--- src/rtl/lrpt_pkg.sv ---
`default_nettype none
// ============================================================================
//  Module      : lrpt_pkg
//  Description : Shared constants and types for the LRPT framing blocks:
//                unique-word table, UW length and the frame FSM state enum.
//  Revision    : 1.0  initial release
// ============================================================================
package lrpt_pkg;

    localparam int UW_LEN = 8;

    // Four UW variants packed MSB-first; bit 0 is the first bit of variant 0.
    localparam logic [0:31] SYNC_WORDS = 32'h274ED8B1;

    typedef enum logic [1:0] {
        ST_IDLE = 2'd0,
        ST_SYNC = 2'd1,
        ST_DATA = 2'd2
    } frame_state_t;

    // Pick one of the four UW variants; rot 0 is the leftmost byte.
    function automatic logic [7:0] uw_select(input logic [1:0] rot);
        return SYNC_WORDS[{rot, 3'b000} +: 8];
    endfunction

endpackage
`default_nettype wire

--- src/rtl/bit_out_reg.sv ---
`default_nettype none
// ============================================================================
//  Module      : bit_out_reg
//  Description : Single-stage one-bit valid/ready output register for
//                bit-serial transmit blocks. Holds its bit while stalled and
//                emits a bubble when free with nothing to load.
//  Revision    : 1.0  initial release
// ============================================================================
module bit_out_reg (
    input  logic clk,
    input  logic rst_in,
    input  logic load,
    input  logic din,
    input  logic ready_in,
    output logic out_free,
    output logic dout,
    output logic valid_out
);

    logic r_dout;
    logic r_valid;

    assign out_free  = !r_valid || ready_in;
    assign dout      = r_dout;
    assign valid_out = r_valid;

    // Advance the stage only when downstream has taken (or never had) the bit.
    always_ff @(posedge clk or posedge rst_in) begin
        if (rst_in) begin
            r_dout  <= 1'b0;
            r_valid <= 1'b0;
        end else if (out_free) begin
            r_valid <= load;
            if (load) begin
                r_dout <= din;
            end
        end
    end

endmodule
`default_nettype wire

--- src/rtl/uw_frame_inserter.sv ---
`default_nettype none
// ============================================================================
//  Module      : uw_frame_inserter
//  Description : Emits bursts of fixed-length frames, each an 8-bit unique
//                word (MSB first, one of four rotations) followed by payload
//                bits taken from a valid/ready hard-bit stream.
//  Revision    : 1.0  initial release
// ============================================================================
module uw_frame_inserter
    import lrpt_pkg::*;
#(
    parameter int BITS_PER_FRAME = 80,
    parameter int NUM_FRAMES     = 32
) (
    input  logic                              clk,
    input  logic                              rst_in,
    input  logic                              start,
    input  logic [1:0]                        rotation,
    input  logic                              hard_inp,
    input  logic                              valid_in,
    output logic                              ready_rx,
    output logic                              hard_out,
    output logic                              valid_out,
    input  logic                              ready_in,
    output logic                              busy,
    output logic [$clog2(NUM_FRAMES)-1:0]     frame_idx,
    output logic [$clog2(BITS_PER_FRAME)-1:0] bit_idx,
    output logic                              done
);

    localparam int c_FW = $clog2(NUM_FRAMES);
    localparam int c_BW = $clog2(BITS_PER_FRAME);

    localparam logic [c_BW-1:0] c_UW_LAST  = c_BW'(UW_LEN - 1);
    localparam logic [c_BW-1:0] c_LAST_BIT = c_BW'(BITS_PER_FRAME - 1);
    localparam logic [c_FW-1:0] c_LAST_FRM = c_FW'(NUM_FRAMES - 1);

    frame_state_t    r_state, w_state_nxt;
    logic [c_BW-1:0] r_bit,   w_bit_nxt;
    logic [c_FW-1:0] r_frame, w_frame_nxt;
    logic [1:0]      r_rot,   w_rot_nxt;

    logic       w_load;
    logic       w_din;
    logic       w_done;
    logic       w_ready_rx;
    logic       w_out_free;
    logic [7:0] w_uw;

    assign w_uw      = uw_select(r_rot);
    assign busy      = (r_state != ST_IDLE);
    assign frame_idx = r_frame;
    assign bit_idx   = r_bit;
    assign done      = w_done;
    assign ready_rx  = w_ready_rx;

    // State, counters and latched rotation.
    always_ff @(posedge clk or posedge rst_in) begin
        if (rst_in) begin
            r_state <= ST_IDLE;
            r_bit   <= '0;
            r_frame <= '0;
            r_rot   <= 2'd0;
        end else begin
            r_state <= w_state_nxt;
            r_bit   <= w_bit_nxt;
            r_frame <= w_frame_nxt;
            r_rot   <= w_rot_nxt;
        end
    end

    // Next-state, counter updates and output-stage load decisions.
    always_comb begin
        w_state_nxt = r_state;
        w_bit_nxt   = r_bit;
        w_frame_nxt = r_frame;
        w_rot_nxt   = r_rot;
        w_load      = 1'b0;
        w_din       = 1'b0;
        w_done      = 1'b0;
        w_ready_rx  = 1'b0;
        case (r_state)
            ST_IDLE: begin
                if (start) begin
                    w_rot_nxt   = rotation;
                    w_frame_nxt = '0;
                    w_bit_nxt   = '0;
                    w_state_nxt = ST_SYNC;
                end
            end
            ST_SYNC: begin
                if (w_out_free) begin
                    w_load    = 1'b1;
                    // 7 - bit_idx over three bits is a bitwise inversion.
                    w_din     = w_uw[~r_bit[2:0]];
                    w_bit_nxt = r_bit + 1'b1;
                    if (r_bit == c_UW_LAST) begin
                        w_state_nxt = ST_DATA;
                    end
                end
            end
            ST_DATA: begin
                w_ready_rx = w_out_free;
                if (valid_in && w_out_free) begin
                    w_load = 1'b1;
                    w_din  = hard_inp;
                    if (r_bit == c_LAST_BIT) begin
                        w_bit_nxt = '0;
                        if (r_frame == c_LAST_FRM) begin
                            w_done      = 1'b1;
                            w_state_nxt = ST_IDLE;
                        end else begin
                            w_frame_nxt = r_frame + 1'b1;
                            w_rot_nxt   = rotation;
                            w_state_nxt = ST_SYNC;
                        end
                    end else begin
                        w_bit_nxt = r_bit + 1'b1;
                    end
                end
            end
            default: begin
                w_state_nxt = ST_IDLE;
            end
        endcase
    end

    bit_out_reg u_out (
        .clk       (clk),
        .rst_in    (rst_in),
        .load      (w_load),
        .din       (w_din),
        .ready_in  (ready_in),
        .out_free  (w_out_free),
        .dout      (hard_out),
        .valid_out (valid_out)
    );

endmodule
`default_nettype wire
--- config.mk ---
export PLATFORM = sky130hd
export DESIGN_NAME = uw_frame_inserter
export DESIGN_NICKNAME = d
export VERILOG_FILES = /design/src/rtl/lrpt_pkg.sv /design/src/rtl/bit_out_reg.sv /design/src/rtl/uw_frame_inserter.sv
export SDC_FILE = /design/constraint.sdc
export NUM_CORES = 1
export LEC_CHECK = 0
export CORE_MARGIN = 2
export CORE_UTILIZATION = 45
export DETAILED_ROUTE_END_ITERATION = 8
export PLACE_DENSITY_LB_ADDON = 0.05
export SLEW_MARGIN = 15
export SYNTH_ARGS = -nofsm -noshare
export SYNTH_HDL_FRONTEND = slang
export SYNTH_SLANG_ARGS = --single-unit
--- constraint.sdc ---
create_clock -name clk -period 2.2 [get_ports clk]
set_clock_uncertainty 0.1 [all_clocks]
set_input_delay 0.33 -clock clk [delete_from_list [all_inputs] [get_ports clk]]
set_output_delay 0.33 -clock clk [all_outputs]
set_load 0.1 [all_outputs]
==> results of run 1 <==
-- cell usage in the layout (no fill, tap or decap), types with 4 or more instances in the layout --
master	Yosys	final
inv_1	5	5
ha_1	9	5
clkdlybuf4s50_1	0	7
and3_1	7	5
a21oi_1	4	4
o21ai_0	8	8
nand2_1	8	8
dfrtp_2	0	8
buf_4	0	28
dfrtp_1	18	6
dfrtp_4	0	4
ha_4	0	4
nor2_1	6	4
nand3_1	8	7
-- metrics by stage --
| step | TNS, ns | util |
|---|---|---|
| after floorplan | -0.510 | - |
| after global placement | 0 | 0.652 |
| after detailed placement | 0 | 0.652 |
| after CTS | 0 | 0.686 |
| after global routing | -0.0597 | 0.699 |
| final | 0 | 0.699 |
-- power by group --
part	switching, mW	leakage [nW]	internal, mW
Clock	0.110	0.0210	0.101
Sequential	0.0622	0.219	0.400
Combinational	0.666	0.550	0.346
-- state kept, by name, summed over array words and instances, names as in the netlist --
signal	count
frame_idx	5
r_rot	2
u_out.valid_out	1
bit_idx	7
u_out.dout	1
r_state	2
-- cells by family (layout without fill, tap and decap cells) --
| group | count (synthesis) | count (layout) | synth area share |
|---|---|---|---|
| AO/OA/AOI/OAI | 31 | 31 | 0.206 |
| XOR/XNOR | 1 | 1 | 0.00717 |
| adder cells (fa/ha/maj) | 9 | 9 | 0.0921 |
| buffers and inverters | 8 | 47 | 0.0317 |
| flip-flops | 18 | 18 | 0.368 |
| multiplexers | 4 | 4 | 0.0358 |
| AND/OR/NAND/NOR | 54 | 54 | 0.259 |
-- critical path: cells and delay by family, from the launching register on --
family | cells | cell delay, ns
flip-flops | 1 | 0.44
buffers and inverters | 1 | 0.21
AND/OR/NAND/NOR | 3 | 0.67
adder cells (fa/ha/maj) | 1 | 0.12
-- timing repair --
action | 4_1_cts | 5_1_grt
endpoints found under the setup margin | 2 | 2
resized for setup | 4 | 1
setup buffers | 4 | 4
pin swaps | 0 | 3
-- final cells by class --
class / count / area [um2] / share of cell area
Tap cell: 30 / 37.5 / 0.0213
Multi-Input combinational cell: 99 / 856 / 0.485
Timing Repair Buffer: 38 / 340 / 0.193
Clock buffer: 4 / 36.3 / 0.0206
Inverter: 5 / 18.8 / 0.0106
Sequential cell: 18 / 475 / 0.270
-- routing by layer --
layer | global-route usage | vias up
met3 | 0.0512 | 2
met2 | 0.375 | 35
met1 | 0.290 | 553
li1 | - | 546
met5 | 0 | -
met4 | 0.0544 | 0
-- worst max-delay path by stage --
stage               depth (start not counted)                        to  slack [ns]
detailed placement                          6  frame_idx[0]$_DFFE_PP0P_        0.04
finish                                      5                      done        0.02
floorplan                                   5                      done       -0.51
global route                                5                      done       -0.06
global placement                            6      r_rot[0]$_DFFE_PP0P_        0.11
CTS                                         5                      done        0.01
==> results_dict.tcl, run 1 <==
set metrics [dict create \
    status "complete, no violations" \
    setup-violations-final 0 \
    max-cap-violations 0 \
    reg2reg_depth 7 \
    crit_path_top_delay_cell "dfrtp_4" \
    hold_class "input port to asynchronous set/reset pin" \
    port_buffers 24 \
    die_h_um 56.1 \
    pin_count 25 \
    cts_tree "done" \
    synth_top_cell_by_area "dfrtp_1" \
    startpoint "bit_idx[0]$_DFFE_PP0P_" \
    r2r_start "frame_idx[0]$_DFFE_PP0P_" \
    clock.fmax_mhz 459 \
    htreeDepth 1 \
    dieArea_um2 3150 \
    antenna_found_initial 0 \
    drtIter0Drc 41 \
    detail_route.first_pass.iterations 4 \
    wl_met1_mm 1.43 \
    clock_latency_ns 0.30 \
    p_leak_nw 0.790 \
    power.density_nw_per_um2 955 \
    cp-start-kind "register" \
    die_w_um 56.1 \
    clk_pin_slew_ns 0.11 \
    fin_area_um2 1760 \
    synth_area_um2 1220 \
    ant_nets 0 \
    critical_path_peak_fanout 5 \
    core_area_um2 2520 \
    clock-sinks 18 \
    final_cells 194 \
    r2r_end "frame_idx[0]$_DFFE_PP0P_" \
    synth-async-reset-ratio 1.00 \
    endpoint_kind "output pin" \
    avgSynthCellArea_um2 9.78 \
    reg2reg_slack_ns 0.09 \
    fillers 204 \
    cp_cell_sequence "ha_4 -> and3_4 -> nand3_4 -> nor4b_4 -> buf_12" \
    layout-drive-gt1-share 0.409 \
    top_layer "met4" \
    start_util 0.485 \
    total_power_mw 1.69 \
    worst_slack_ns 0.0200 \
    drc 0 \
    ys_ff_latch 18 \
    yosys-top-cells-count "18 x dfrtp_1, 9 x ha_1, 8 x nand2_1, 8 x nand3_1, 8 x o21ai_0" \
    synthTopCellsByArea "dfrtp_1 37%, ha_1 9.2%, and3_1 3.6%" \
    postSynthCellCount 125 \
    cts.path.max_buffers 2 \
    grt_pass1_vias 1181 \
    dr_wl_met3_um 188 \
    routabilityCongestion 0.818 \
    pre_cts_slack_ns 0.0413 \
    maxSlewViolCount 0 \
    routed_wl_mm 3.23 \
    yosysSeqAreaShare 0.368 \
    crit_required_ns 1.77 \
    hpwl_mm 2.28 \
    holdBufCountCts 0 \
    fin_crit_ns 2.18 \
    ys_types 44 \
    std_cell_rows 18 \
    wl_met2_mm 1.59 \
    max_slew_margin 0.758 \
    routed_via_density 5.86 \
    yosysWarnings 0 \
    grt_pass1_wl_mm 5.61 \
    area_delta_synth_final_pct 44.3 \
    cts_made_buffers 3 \
    slowest_delay_ns 0.44 \
    placed_cells 182 \
    whs_ns 0.228 \
    placed_cell_area_um2 1650 \
    synthFlopType "dfrtp_1" \
    grt_overflow_total 0 \
    peakVddDrop_mv 0.760 \
    synth_top_cell_area_share 0.368 \
    synthesis.nets 142 \
    nets 182 \
    grt_usage 0.223 \
    synth.most_common_cell "dfrtp_1" \
    min_period_over_period 0.991 \
    vias 1136 \
    rsz0062_at_grt "true" \
    worst_pin_slew_ns 0.361 \
    synth_edf_count 0 \
    worstSetupPathType "register to output pin" \
    avgRoutedWirePerCell_um 16.6 \
    hold_viol_final 0 \
    root_buffer "clkbuf_4" \
    critPathArrivalTime_ns 1.75 \
    num_antenna_cells 0 \
    grt_max_degree 19 \
]
(Power assumes the default switching activity.)
==> run 2, diff against run 1 <==
--- a/config.mk
+++ b/config.mk
@@ -9,7 +9,7 @@
 export CORE_UTILIZATION = 45
 export DETAILED_ROUTE_END_ITERATION = 8
 export PLACE_DENSITY_LB_ADDON = 0.05
-export SLEW_MARGIN = 15
+export REMOVE_ABC_BUFFERS = 1
 export SYNTH_ARGS = -nofsm -noshare
 export SYNTH_HDL_FRONTEND = slang
 export SYNTH_SLANG_ARGS = --single-unit
==> run 2 against run 1 <==
Net effect:
- core utilization down 3.2 points
- first-iteration DRC count down 24%
- non-clock buffer count up 1
- global-route usage down 1.9 points
- fmax up 1.3%
- total power down 4.8%
- clock power down 17%
- hold slack better by 0.11 ns
- combinational power about the same
- count of clock-buffer cells in the layout down 1
- flip-flop and latch count unchanged
- die area unchanged
- critical path type unchanged
- critical endpoint unchanged
- highest routed layer unchanged
==> results_dict.tcl, run 2 (synthesis results as in run 1) <==
set metrics [dict create \
    setup-violations-final 0 \
    hold_class "input port to asynchronous set/reset pin" \
    hold_viol_final 0 \
    clk_pin_slew_ns 0.11 \
    cts_tree "done" \
    cts.path.max_buffers 2 \
    final_cell_mix "29 x buf_4, 17 x dfrtp_1" \
    clock-sinks 18 \
    placed_cell_area_um2 1580 \
    std_cell_rows 18 \
    critical_path_peak_fanout 4 \
    grt_max_degree 19 \
    detail_route.first_pass.iterations 4 \
    largest_reg_flops 7 \
    grt_usage 0.205 \
    min_period_over_period 0.978 \
    avgRoutedWirePerCell_um 15.6 \
    area_delta_synth_final_pct 37.8 \
    num_antenna_cells 0 \
    ant_nets 0 \
    pre_cts_slack_ns -0.0125 \
    endpoint_kind "output pin" \
    path_buf_inv 2 \
    total_power_mw 1.60 \
    antenna_found_initial 0 \
    multi_input_area_um2 806 \
    maxSlewViolCount 0 \
    cts_made_buffers 3 \
    peakVddDrop_mv 0.876 \
    cp-start-kind "register" \
    critical_path.top_delay_family "simple AND/OR/NAND/NOR gates" \
    power.density_nw_per_um2 953 \
    die_h_um 56.1 \
    max-cap-violations 0 \
    layout-drive-gt1-share 0.335 \
    drtIter0Drc 31 \
    crit_path_top_delay_cell "dfrtp_1" \
    status "complete, no violations" \
    pin_count 25 \
    whs_ns 0.337 \
    drc 0 \
    core_area_um2 2520 \
    nets 183 \
    htreeDepth 1 \
    cp_cell_sequence "ha_1 -> and3_4 -> nand3_4 -> nor4b_4 -> buf_4 -> buf_12" \
    fin_area_um2 1680 \
    critPathArrivalTime_ns 1.72 \
    routed_via_density 5.82 \
    vias 1129 \
    p_leak_nw 0.796 \
    grt_pass1_vias 1088 \
    holdBufCountCts 0 \
    worst_pin_slew_ns 0.741 \
    hpwl_mm 2.27 \
    clock.fmax_mhz 465 \
    fin_crit_ns 2.15 \
    port_buffers 24 \
    rsz0062_at_grt "true" \
    worstSetupPathType "register to output pin" \
    grt_pass1_wl_mm 5.15 \
    crit_required_ns 1.77 \
    routabilityCongestion 0.804 \
    final_common_cell "buf_4" \
    seq_area_um2 452 \
    max_slew_margin 0.505 \
    die_w_um 56.1 \
    fillers 217 \
    root_buffer "clkbuf_4" \
    dieArea_um2 3150 \
    start_util 0.485 \
    routed_wl_mm 3.04 \
    worst_slack_ns 0.0475 \
    slowest_delay_ns 0.38 \
    clock_latency_ns 0.30 \
    grt_overflow_total 0 \
]
[run 2: worst paths after layout]
path,start,cells after the start,to,slack [ns]
hold / removal,rst_in,2,u_out.dout$_DFFE_PP0P_,0.34
max in group asynchronous,rst_in,2,bit_idx[3]$_DFFE_PP0P_,1.16
min in group clk,u_out.dout$_DFFE_PP0P_,2,u_out.dout$_DFFE_PP0P_,0.43
setup reg to reg,frame_idx[1]$_DFFE_PP0P_,7,frame_idx[0]$_DFFE_PP0P_,0.14
hold reg to reg,u_out.dout$_DFFE_PP0P_,2,u_out.dout$_DFFE_PP0P_,0.43
setup / recovery,bit_idx[0]$_DFFE_PP0P_,6,done,0.05
[run 2: area by class of cell]
cell class,count,area share
multi-input combinational,99,0.478
sequential,18,0.268
timing repair buffer,39,0.207
tap,30,0.0223
clock buffer,3,0.0134
inverter,5,0.0111
[run 2: metal layers]
layer	vias to the layer above	global-route usage	wire length (um)	part of all wire
met5	-	0	0	0
met4	0	0.0748	35	0.012
met3	5	0.0256	115	0.038
met2	27	0.318	1440	0.47
met1	550	0.290	1440	0.48
li1	547	-	-	-
[run 2: worst register-to-register path, stage by stage (launching register included)]
cell and delay (ns):
dfrtp_1 0.40, ha_2 0.19, and3_4 0.17, ha_4 0.16, nor2b_2 0.17, a41oi_4 0.13, nor2_1 0.26, mux2_2 0.37
[run 2: what timing repair did]
item,CTS,global route
setup endpoints to repair,6,7
pin swaps,1,1
resized for setup,12,5
buffers inserted,2,0
[run 2: report_power, final]
group          switching, mW  internal, mW
logic                  0.652         0.340
registers             0.0459         0.392
clock network          0.111        0.0639
[run 2: stage by stage]
step,utilization,std cells,setup TNS [ns]
3_3_place_gp,0.626,190,0
5_1_grt,0.668,194,-0.0102
4_1_cts,0.660,194,0
2_1_floorplan,-,122,-7.94
6_report,0.668,194,0
3_5_place_dp,0.626,190,-0.0419
